<file path="src/rtl/l0id_tracker_if.sv">
// L0ID tracker bus: control inputs and per-channel results.
// The master drives controls; the slave (tracker) drives results.
interface l0id_tracker_if #(
    parameter int ID_WIDTH = 8,
    parameter int NCHAN    = 2
);
    logic                      L0IDReset;
    logic                      L0IDPreset;
    logic [ID_WIDTH-1:0]       PreL0ID;
    logic [NCHAN-1:0]          ROReadStrob;
    logic                      L0IDCheck;
    logic [ID_WIDTH-1:0]       L0IDRef;
    logic                      ClearErr;
    logic [NCHAN*ID_WIDTH-1:0] L0ID_Local;
    logic [NCHAN-1:0]          ROStretch;
    logic [NCHAN-1:0]          Wrap;
    logic [NCHAN-1:0]          Mismatch;

    modport master (
        output L0IDReset, L0IDPreset, PreL0ID,
        output ROReadStrob, L0IDCheck, L0IDRef, ClearErr,
        input  L0ID_Local, ROStretch, Wrap, Mismatch
    );

    modport slave (
        input  L0IDReset, L0IDPreset, PreL0ID,
        input  ROReadStrob, L0IDCheck, L0IDRef, ClearErr,
        output L0ID_Local, ROStretch, Wrap, Mismatch
    );
endinterface

</file>
<file path="src/rtl/l0id_tracker.sv">
// Per-channel L0ID counters with delayed strobe increment,
// stretched readout flag, wrap pulse and sticky compare error.
module l0id_tracker #(
    parameter int ID_WIDTH  = 8,
    parameter int NCHAN     = 2,
    parameter int INC_DELAY = 1,
    parameter int STRETCH   = 3
) (
    input logic           CLK,
    input logic           SoftReset,
    l0id_tracker_if.slave bus
);
    // Shift register long enough for both the increment tap and
    // the stretch window.
    localparam int SR_LEN =
        (INC_DELAY > STRETCH + 1) ? INC_DELAY : STRETCH + 1;

    typedef logic [ID_WIDTH-1:0] id_t;
    typedef logic [SR_LEN-1:0]   sr_t;

    id_t              cnt_q [NCHAN];
    id_t              cnt_d [NCHAN];
    sr_t              sr_q  [NCHAN];
    sr_t              sr_d  [NCHAN];
    logic [NCHAN-1:0] stretch_q, stretch_d;
    logic [NCHAN-1:0] wrap_q, wrap_d;
    logic [NCHAN-1:0] mism_q, mism_d;
    id_t              load_val;

    assign load_val = bus.L0IDPreset ? bus.PreL0ID : {ID_WIDTH{1'b1}};

    // Next-state for every channel; a load beats a due increment.
    always_comb begin
        stretch_d = '0;
        wrap_d    = '0;
        mism_d    = mism_q;
        for (int c = 0; c < NCHAN; c++) begin
            logic inc;
            sr_d[c]  = {sr_q[c][SR_LEN-2:0], bus.ROReadStrob[c]};
            cnt_d[c] = cnt_q[c];
            inc      = sr_q[c][INC_DELAY-1];
            stretch_d[c] = |sr_q[c][STRETCH:1];
            if (bus.L0IDReset) begin
                cnt_d[c] = load_val;
            end else if (inc) begin
                cnt_d[c]  = cnt_q[c] + 1'b1;
                wrap_d[c] = &cnt_q[c];
            end
            if (bus.L0IDCheck && (cnt_q[c] != bus.L0IDRef)) begin
                mism_d[c] = 1'b1;
            end else if (bus.ClearErr) begin
                mism_d[c] = 1'b0;
            end
        end
    end

    // State registers; SoftReset clears in-flight strobes too.
    always_ff @(posedge CLK or posedge SoftReset) begin
        if (SoftReset) begin
            for (int c = 0; c < NCHAN; c++) begin
                cnt_q[c] <= {ID_WIDTH{1'b1}};
                sr_q[c]  <= '0;
            end
            stretch_q <= '0;
            wrap_q    <= '0;
            mism_q    <= '0;
        end else begin
            for (int c = 0; c < NCHAN; c++) begin
                cnt_q[c] <= cnt_d[c];
                sr_q[c]  <= sr_d[c];
            end
            stretch_q <= stretch_d;
            wrap_q    <= wrap_d;
            mism_q    <= mism_d;
        end
    end

    for (genvar c = 0; c < NCHAN; c++) begin : g_out
        assign bus.L0ID_Local[c*ID_WIDTH +: ID_WIDTH] = cnt_q[c];
    end

    assign bus.ROStretch = stretch_q;
    assign bus.Wrap      = wrap_q;
    assign bus.Mismatch  = mism_q;
endmodule

</file>
<file path="src/flat_wrapper.sv">
// flat-port wrapper written by rule: the top's interface ports become plain ports
module l0id_tracker_flat 
#(
    parameter int ID_WIDTH  = 8,
    parameter int NCHAN     = 2,
    parameter int INC_DELAY = 1,
    parameter int STRETCH   = 3
)
  (CLK, SoftReset, bus_L0IDReset, bus_L0IDPreset, bus_PreL0ID, bus_ROReadStrob, bus_L0IDCheck, bus_L0IDRef, bus_ClearErr, bus_L0ID_Local, bus_ROStretch, bus_Wrap, bus_Mismatch);
  l0id_tracker_if #(.ID_WIDTH(ID_WIDTH), .NCHAN(NCHAN)) bus_i ();
  input logic CLK;
  input logic SoftReset;
  input wire logic [$bits(bus_i.L0IDReset)-1:0] bus_L0IDReset;
  input wire logic [$bits(bus_i.L0IDPreset)-1:0] bus_L0IDPreset;
  input wire logic [$bits(bus_i.PreL0ID)-1:0] bus_PreL0ID;
  input wire logic [$bits(bus_i.ROReadStrob)-1:0] bus_ROReadStrob;
  input wire logic [$bits(bus_i.L0IDCheck)-1:0] bus_L0IDCheck;
  input wire logic [$bits(bus_i.L0IDRef)-1:0] bus_L0IDRef;
  input wire logic [$bits(bus_i.ClearErr)-1:0] bus_ClearErr;
  output wire logic [$bits(bus_i.L0ID_Local)-1:0] bus_L0ID_Local;
  output wire logic [$bits(bus_i.ROStretch)-1:0] bus_ROStretch;
  output wire logic [$bits(bus_i.Wrap)-1:0] bus_Wrap;
  output wire logic [$bits(bus_i.Mismatch)-1:0] bus_Mismatch;
  assign bus_i.L0IDReset = bus_L0IDReset;
  assign bus_i.L0IDPreset = bus_L0IDPreset;
  assign bus_i.PreL0ID = bus_PreL0ID;
  assign bus_i.ROReadStrob = bus_ROReadStrob;
  assign bus_i.L0IDCheck = bus_L0IDCheck;
  assign bus_i.L0IDRef = bus_L0IDRef;
  assign bus_i.ClearErr = bus_ClearErr;
  assign bus_L0ID_Local = bus_i.L0ID_Local;
  assign bus_ROStretch = bus_i.ROStretch;
  assign bus_Wrap = bus_i.Wrap;
  assign bus_Mismatch = bus_i.Mismatch;
  l0id_tracker #(.ID_WIDTH(ID_WIDTH), .NCHAN(NCHAN), .INC_DELAY(INC_DELAY), .STRETCH(STRETCH)) u_core (.CLK(CLK), .SoftReset(SoftReset), .bus(bus_i));
endmodule
</file>
<file path="config.mk">
export PLATFORM = sky130hd
export DESIGN_NAME = l0id_tracker_flat
export DESIGN_NICKNAME = d
export VERILOG_FILES = /design/src/rtl/l0id_tracker_if.sv /design/src/rtl/l0id_tracker.sv /design/src/flat_wrapper.sv
export SDC_FILE = /design/constraint.sdc
export NUM_CORES = 1
export LEC_CHECK = 0
export ABC_AREA = 1
export BUFFER_PORTS_ARGS = -buffer_cell sky130_fd_sc_hd__buf_2
export CAP_MARGIN = 40
export CORE_UTILIZATION = 35
export CTS_CLUSTER_SIZE = 28
export DETAILED_ROUTE_END_ITERATION = 6
export GPL_ROUTABILITY_DRIVEN = 1
export PLACE_DENSITY_LB_ADDON = 0.2
export SLEW_MARGIN = 30
export SYNTH_ARGS = -nofsm -noshare
export SYNTH_HDL_FRONTEND = slang
export SYNTH_SLANG_ARGS = --single-unit
</file>
<file path="constraint.sdc">
create_clock -name CLK -period 1.3 [get_ports CLK]
set_input_delay 0.065 -clock CLK [delete_from_list [all_inputs] [get_ports CLK]]
set_output_delay 0.065 -clock CLK [all_outputs]
set_load 0.01 [all_outputs]
</file>
* After elaboration in Yosys (flattened, before gate mapping)
Cells that the tools add are included.
** Word-level totals
- Register bits :: 30
- Input port bits :: 24
- Output and inout bits :: 22
- Word-level logic and storage cells :: 34
** Operators by class
- Add/subtract/negate cells :: 2
- Equality and inequality tests :: 2
- Muxes and demuxes :: 12
- Reduce and logical (&&, ||, !) cells :: 10
** Operators with widths (count)
- 8-bit two-way mux :: 5
- 8-bit by 1-bit adder with 8-bit output, second input constant :: 2
- 8-bit inequality test :: 2
- 8-bit AND reduction :: 2
- 2-bit nonzero test :: 4
- 1-bit two-way mux :: 7
- 3-bit OR reduction :: 2
- 1-bit logical AND :: 2

* Depth between registers and ports, before layout
- Depth after elaboration :: 3
- Depth in mapped cells :: 8
- Gate-level depth less buffers :: 8

* Least setup slack after synthesis
No wires, ideal clock.
- Path type :: register to register
- Start :: register u_core.cnt_q (netlist bit u_core.bus.L0ID_Local[8])
- End :: register u_core.cnt_q (netlist bit u_core.bus.L0ID_Local[14])
- Setup time :: 0.079 ns
- Arrival time :: 1.231 ns
- Data required time :: 1.221 ns
- Slack :: -0.010 ns
- Cell stages (with the launch flop) :: 7
- Path buffers :: 0
- Period minus slack after synthesis :: 1.310 ns
- Cells stage by stage :: dfstp_2 ha_1 nand2_1 nor2_1 nand3_1 nand3_1 a21oi_1
** Between the ends
- Longest elaborated chain between the ends :: 3
** Ends and longest elaborated chain
- start: declaration :: line l0id_tracker.sv:21 : id_t cnt_q [NCHAN];
- start signal: indexed assignment :: line l0id_tracker.sv:61 : cnt_q[c] <= {ID_WIDTH{1'b1}};
- start signal: indexed assignment :: line l0id_tracker.sv:69 : cnt_q[c] <= cnt_d[c];
- 8-bit by 1-bit adder with 8-bit output :: line l0id_tracker.sv:46 : cnt_d[c] = cnt_q[c] + 1'b1;
- 8-bit two-way mux :: line l0id_tracker.sv:45 : end else if (inc) begin
- 8-bit two-way mux :: line l0id_tracker.sv:43 : if (bus.L0IDReset) begin
No other way between the ends. The select of a mux whose other input is x is not followed.
A chain may end at the register's enable or synchronous reset.

* Final worst setup path
- Start :: register u_core.cnt_q (netlist bit u_core.bus.L0ID_Local[8])
- End :: register u_core.wrap_q[1], in the netlist u_core.bus.Wrap[1]
** Between the ends
- Longest elaborated chain between the ends :: 3
** Ends and longest elaborated chain
- 8-bit AND reduction :: line l0id_tracker.sv:47 : wrap_d[c] = &cnt_q[c];
- 1-bit two-way mux :: line l0id_tracker.sv:45
- 1-bit two-way mux :: line l0id_tracker.sv:43
- named net u_core.wrap_d[1] :: line l0id_tracker.sv:26 : logic [NCHAN-1:0] wrap_q, wrap_d;
- end signal: assignment :: line l0id_tracker.sv:73 : wrap_q <= wrap_d;
- end: declaration :: line l0id_tracker.sv:26
The timed path passes the listed nets, and every way through them passes these cells.

==> qor.txt <==
# port buffers -> 45
Syn avg cell area -> 8.23 um^2
Critical path class -> reg2reg
Global placer's final weighted congestion -> 0.859
Non-Filler Instances -> 324
Final hold viol count -> 0
Rel. slew slack -> 0.742
Post-DP HPWL -> 3.03 mm
Int Power -> 1.84 mW
Largest net degree at the start of global routing -> 31
Sequential Power Share -> 0.439
Die W -> 71.1 um
Most used DFF post-synth -> dfstp_2
Nets@finish -> 297
Initial antenna violation count -> 0
Worst-path clk slew -> 70 ps
# IOs -> 46
GRT Total Usage -> 0.180
Clock sinks -> 30
Synth Register Bits -> 30
Worst VDD drop -> 0.000629 V
Clk buf depth -> 2
Share of post-route cells with drive strength above 1 -> 0.408
Setup crit end kind -> flop
Via count -> 1543
Leakage -> 1.07 nW
Ys Warns -> 0
Measured slew at the worst slew-check pin -> 386 ps
Final Setup Violations -> 0
CP Launch Type -> flop
First-pass GRT wire length -> 6.75 mm
Hold_ws -> 23.2 ps
Iteration count of the initial detailed-routing pass -> 6
CP required -> 1490 ps
RSZ-0062 raised after global routing -> yes
Die Ht -> 71.1 um
Placed cell count -> 304
Vias in the first global route -> 1397
Synth unique cells -> 27
Slew Limit Fails -> 0
Achievable Freq -> 772 MHz
Clock Power Share -> 0.291
Comb pwr share -> 0.270
Drt total wl -> 4.29 mm
Rows -> 24
TritonCTS Buffers -> 5
Period utilization -> 0.997
Htree depth -> 2
Clock latency on the worst-skew pair -> 280 ps
Total power -> 2.71 mW
Register area share after synthesis -> 0.461
Crit Path Max Fanout -> 4
Post-DP Area -> 2010 um^2
Number of enable flip-flop cells after synthesis -> 0
Post-synth ARST share -> 1.00
Clk_skew -> 6.25 ps
Syn nets -> 229
Synth-to-Final Area Change -> 35.8%
Initial Util -> 0.373
Vias per std cell -> 4.76
DRT iter0 DRCs -> 105
Final core utilization -> 0.507
Root Buffer -> clkbuf_8
Count of max-cap constraint violations -> 0
Design area -> 2270 um^2
Congestion Overflow GR -> 0
DRC viols -> 0
Antenna viol nets, final -> 0
Outcome -> finished, final reports clean
Layout fillers -> 452
Clock period minus worst slack -> 1300 ps
CTS tree -> yes
Switching Power -> 0.870 mW
Mean routed wirelength per cell -> 13.2 um
Crit path DAT -> 1490 ps
Net Sw Frac -> 0.321
Post-synthesis cell area -> 1670 um^2
Diodes inserted -> 0
Worst Hold Class -> in2reg
Mapped Cells -> 203
Pwr per Cell Area -> 1200 nW/um^2
Die area -> 5050 um^2
Core Area -> 4470 um^2
[state kept, by name (all words and copies together) (netlist names)]
signal                 cells
u_core.bus.ROStretch       2
u_core.sr_q                2
u_core.bus.Mismatch        2
u_core.bus.L0ID_Local     16
u_core.sr_d                6
u_core.bus.Wrap            2
[cell usage after synthesis (all sizes together) (2+ instances only)]
master | n | area (um^2)
dfrtp | 14 | 350
ha | 2 | 25.0
xor2 | 2 | 17.5
inv | 21 | 78.8
or3 | 2 | 12.5
nor3 | 2 | 10.0
nand2 | 50 | 195
o211ai | 3 | 22.5
buf | 4 | 27.5
o21ai | 9 | 45.0
a21oi | 11 | 66.3
xnor2 | 16 | 140
nand3 | 15 | 85.1
dfstp | 16 | 420
nor2 | 32 | 135
[through the flow]
step	setup WS, ps	setup TNS (ps)
5_1_grt	-55.2	-436
4_1_cts	4.42	0
3_3_place_gp	7.38	0
6_report	3.99	0
3_5_place_dp	-20.5	-51.3
2_1_floorplan	23.9	0
[layout by cell type (no fill, tap or decap), types with 8 or more instances in the layout]
master,Yosys,routed
nand2_1,47,46
buf_2,1,45
nor2_1,28,26
inv_1,20,18
dfstp_2,16,16
xnor2_1,16,15
buf_4,3,15
dfrtp_1,14,14
nand3_1,13,11
o21ai_0,8,8
[area by class of cell]
class / count / area [um^2] / area share
clock buffer: 6 / 82.6 / 0.0364
clock inverter: 2 / 12.5 / 0.00552
inverter: 21 / 78.8 / 0.0347
multi-input combinational: 148 / 870 / 0.383
sequential: 30 / 771 / 0.340
tap: 52 / 65.1 / 0.0287
timing repair buffer: 65 / 389 / 0.172
[power by group through the flow]
stage                     clock network [mW]  logic, mW  registers [mW]
after floorplan                            0      0.371            1.22
after global placement                     0      0.621            1.20
after detailed placement                   0      0.624            1.21
after CTS                              0.808      0.650            1.19
after global routing                   0.851      0.814            1.20
final                                  0.790      0.732            1.19
[worst paths after layout]
path	from	to	slack (ps)	cells after the start
setup / recovery	u_core.bus.L0ID_Local[8]	u_core.bus.Wrap[1]	4	5
hold / removal	bus_ClearErr	u_core.bus.Mismatch[1]	20	4
setup reg to reg	u_core.bus.L0ID_Local[8]	u_core.bus.Wrap[1]	4	5
hold reg to reg	u_core.sr_d[7]	u_core.sr_q[7]	370	0
max in group asynchronous	SoftReset	u_core.bus.L0ID_Local[13]	570	4
min in group asynchronous	SoftReset	u_core.sr_q[7]	410	4
[kinds of logic after synthesis]
kind of cell | synth area share
xor gates and xnor gates | 0.0944
and+or+nand+nor | 0.270
adders and majority gates | 0.0150
buffers and inverters | 0.0637
DFF | 0.461
AOI/OAI and AO/OA | 0.0959
[worst max-delay path: stages (launching register included)]
cell and delay [ps]:
dfstp_2 580, ha_4 160, nand2_1 90, nor2_4 140, nand3_2 100, nor4_2 140
[layer usage]
metal,routed length (um),track usage,vias up,share of wire
met5,0,0,-,0
met4,60,0.0800,0,0.014
met3,173,0.0356,5,0.040
met2,1890,0.257,41,0.44
met1,2160,0.264,717,0.50
li1,-,-,780,-
[repair_timing]
item                       4_1_cts  5_1_grt
setup buffers                    2        6
pin swaps                        0        9
hold buffers                     4        0
setup endpoints to repair        6       12
hold endpoints to repair        17        0
gates resized for setup          2       14
Note: power is estimated with default switching activity, not from simulation.
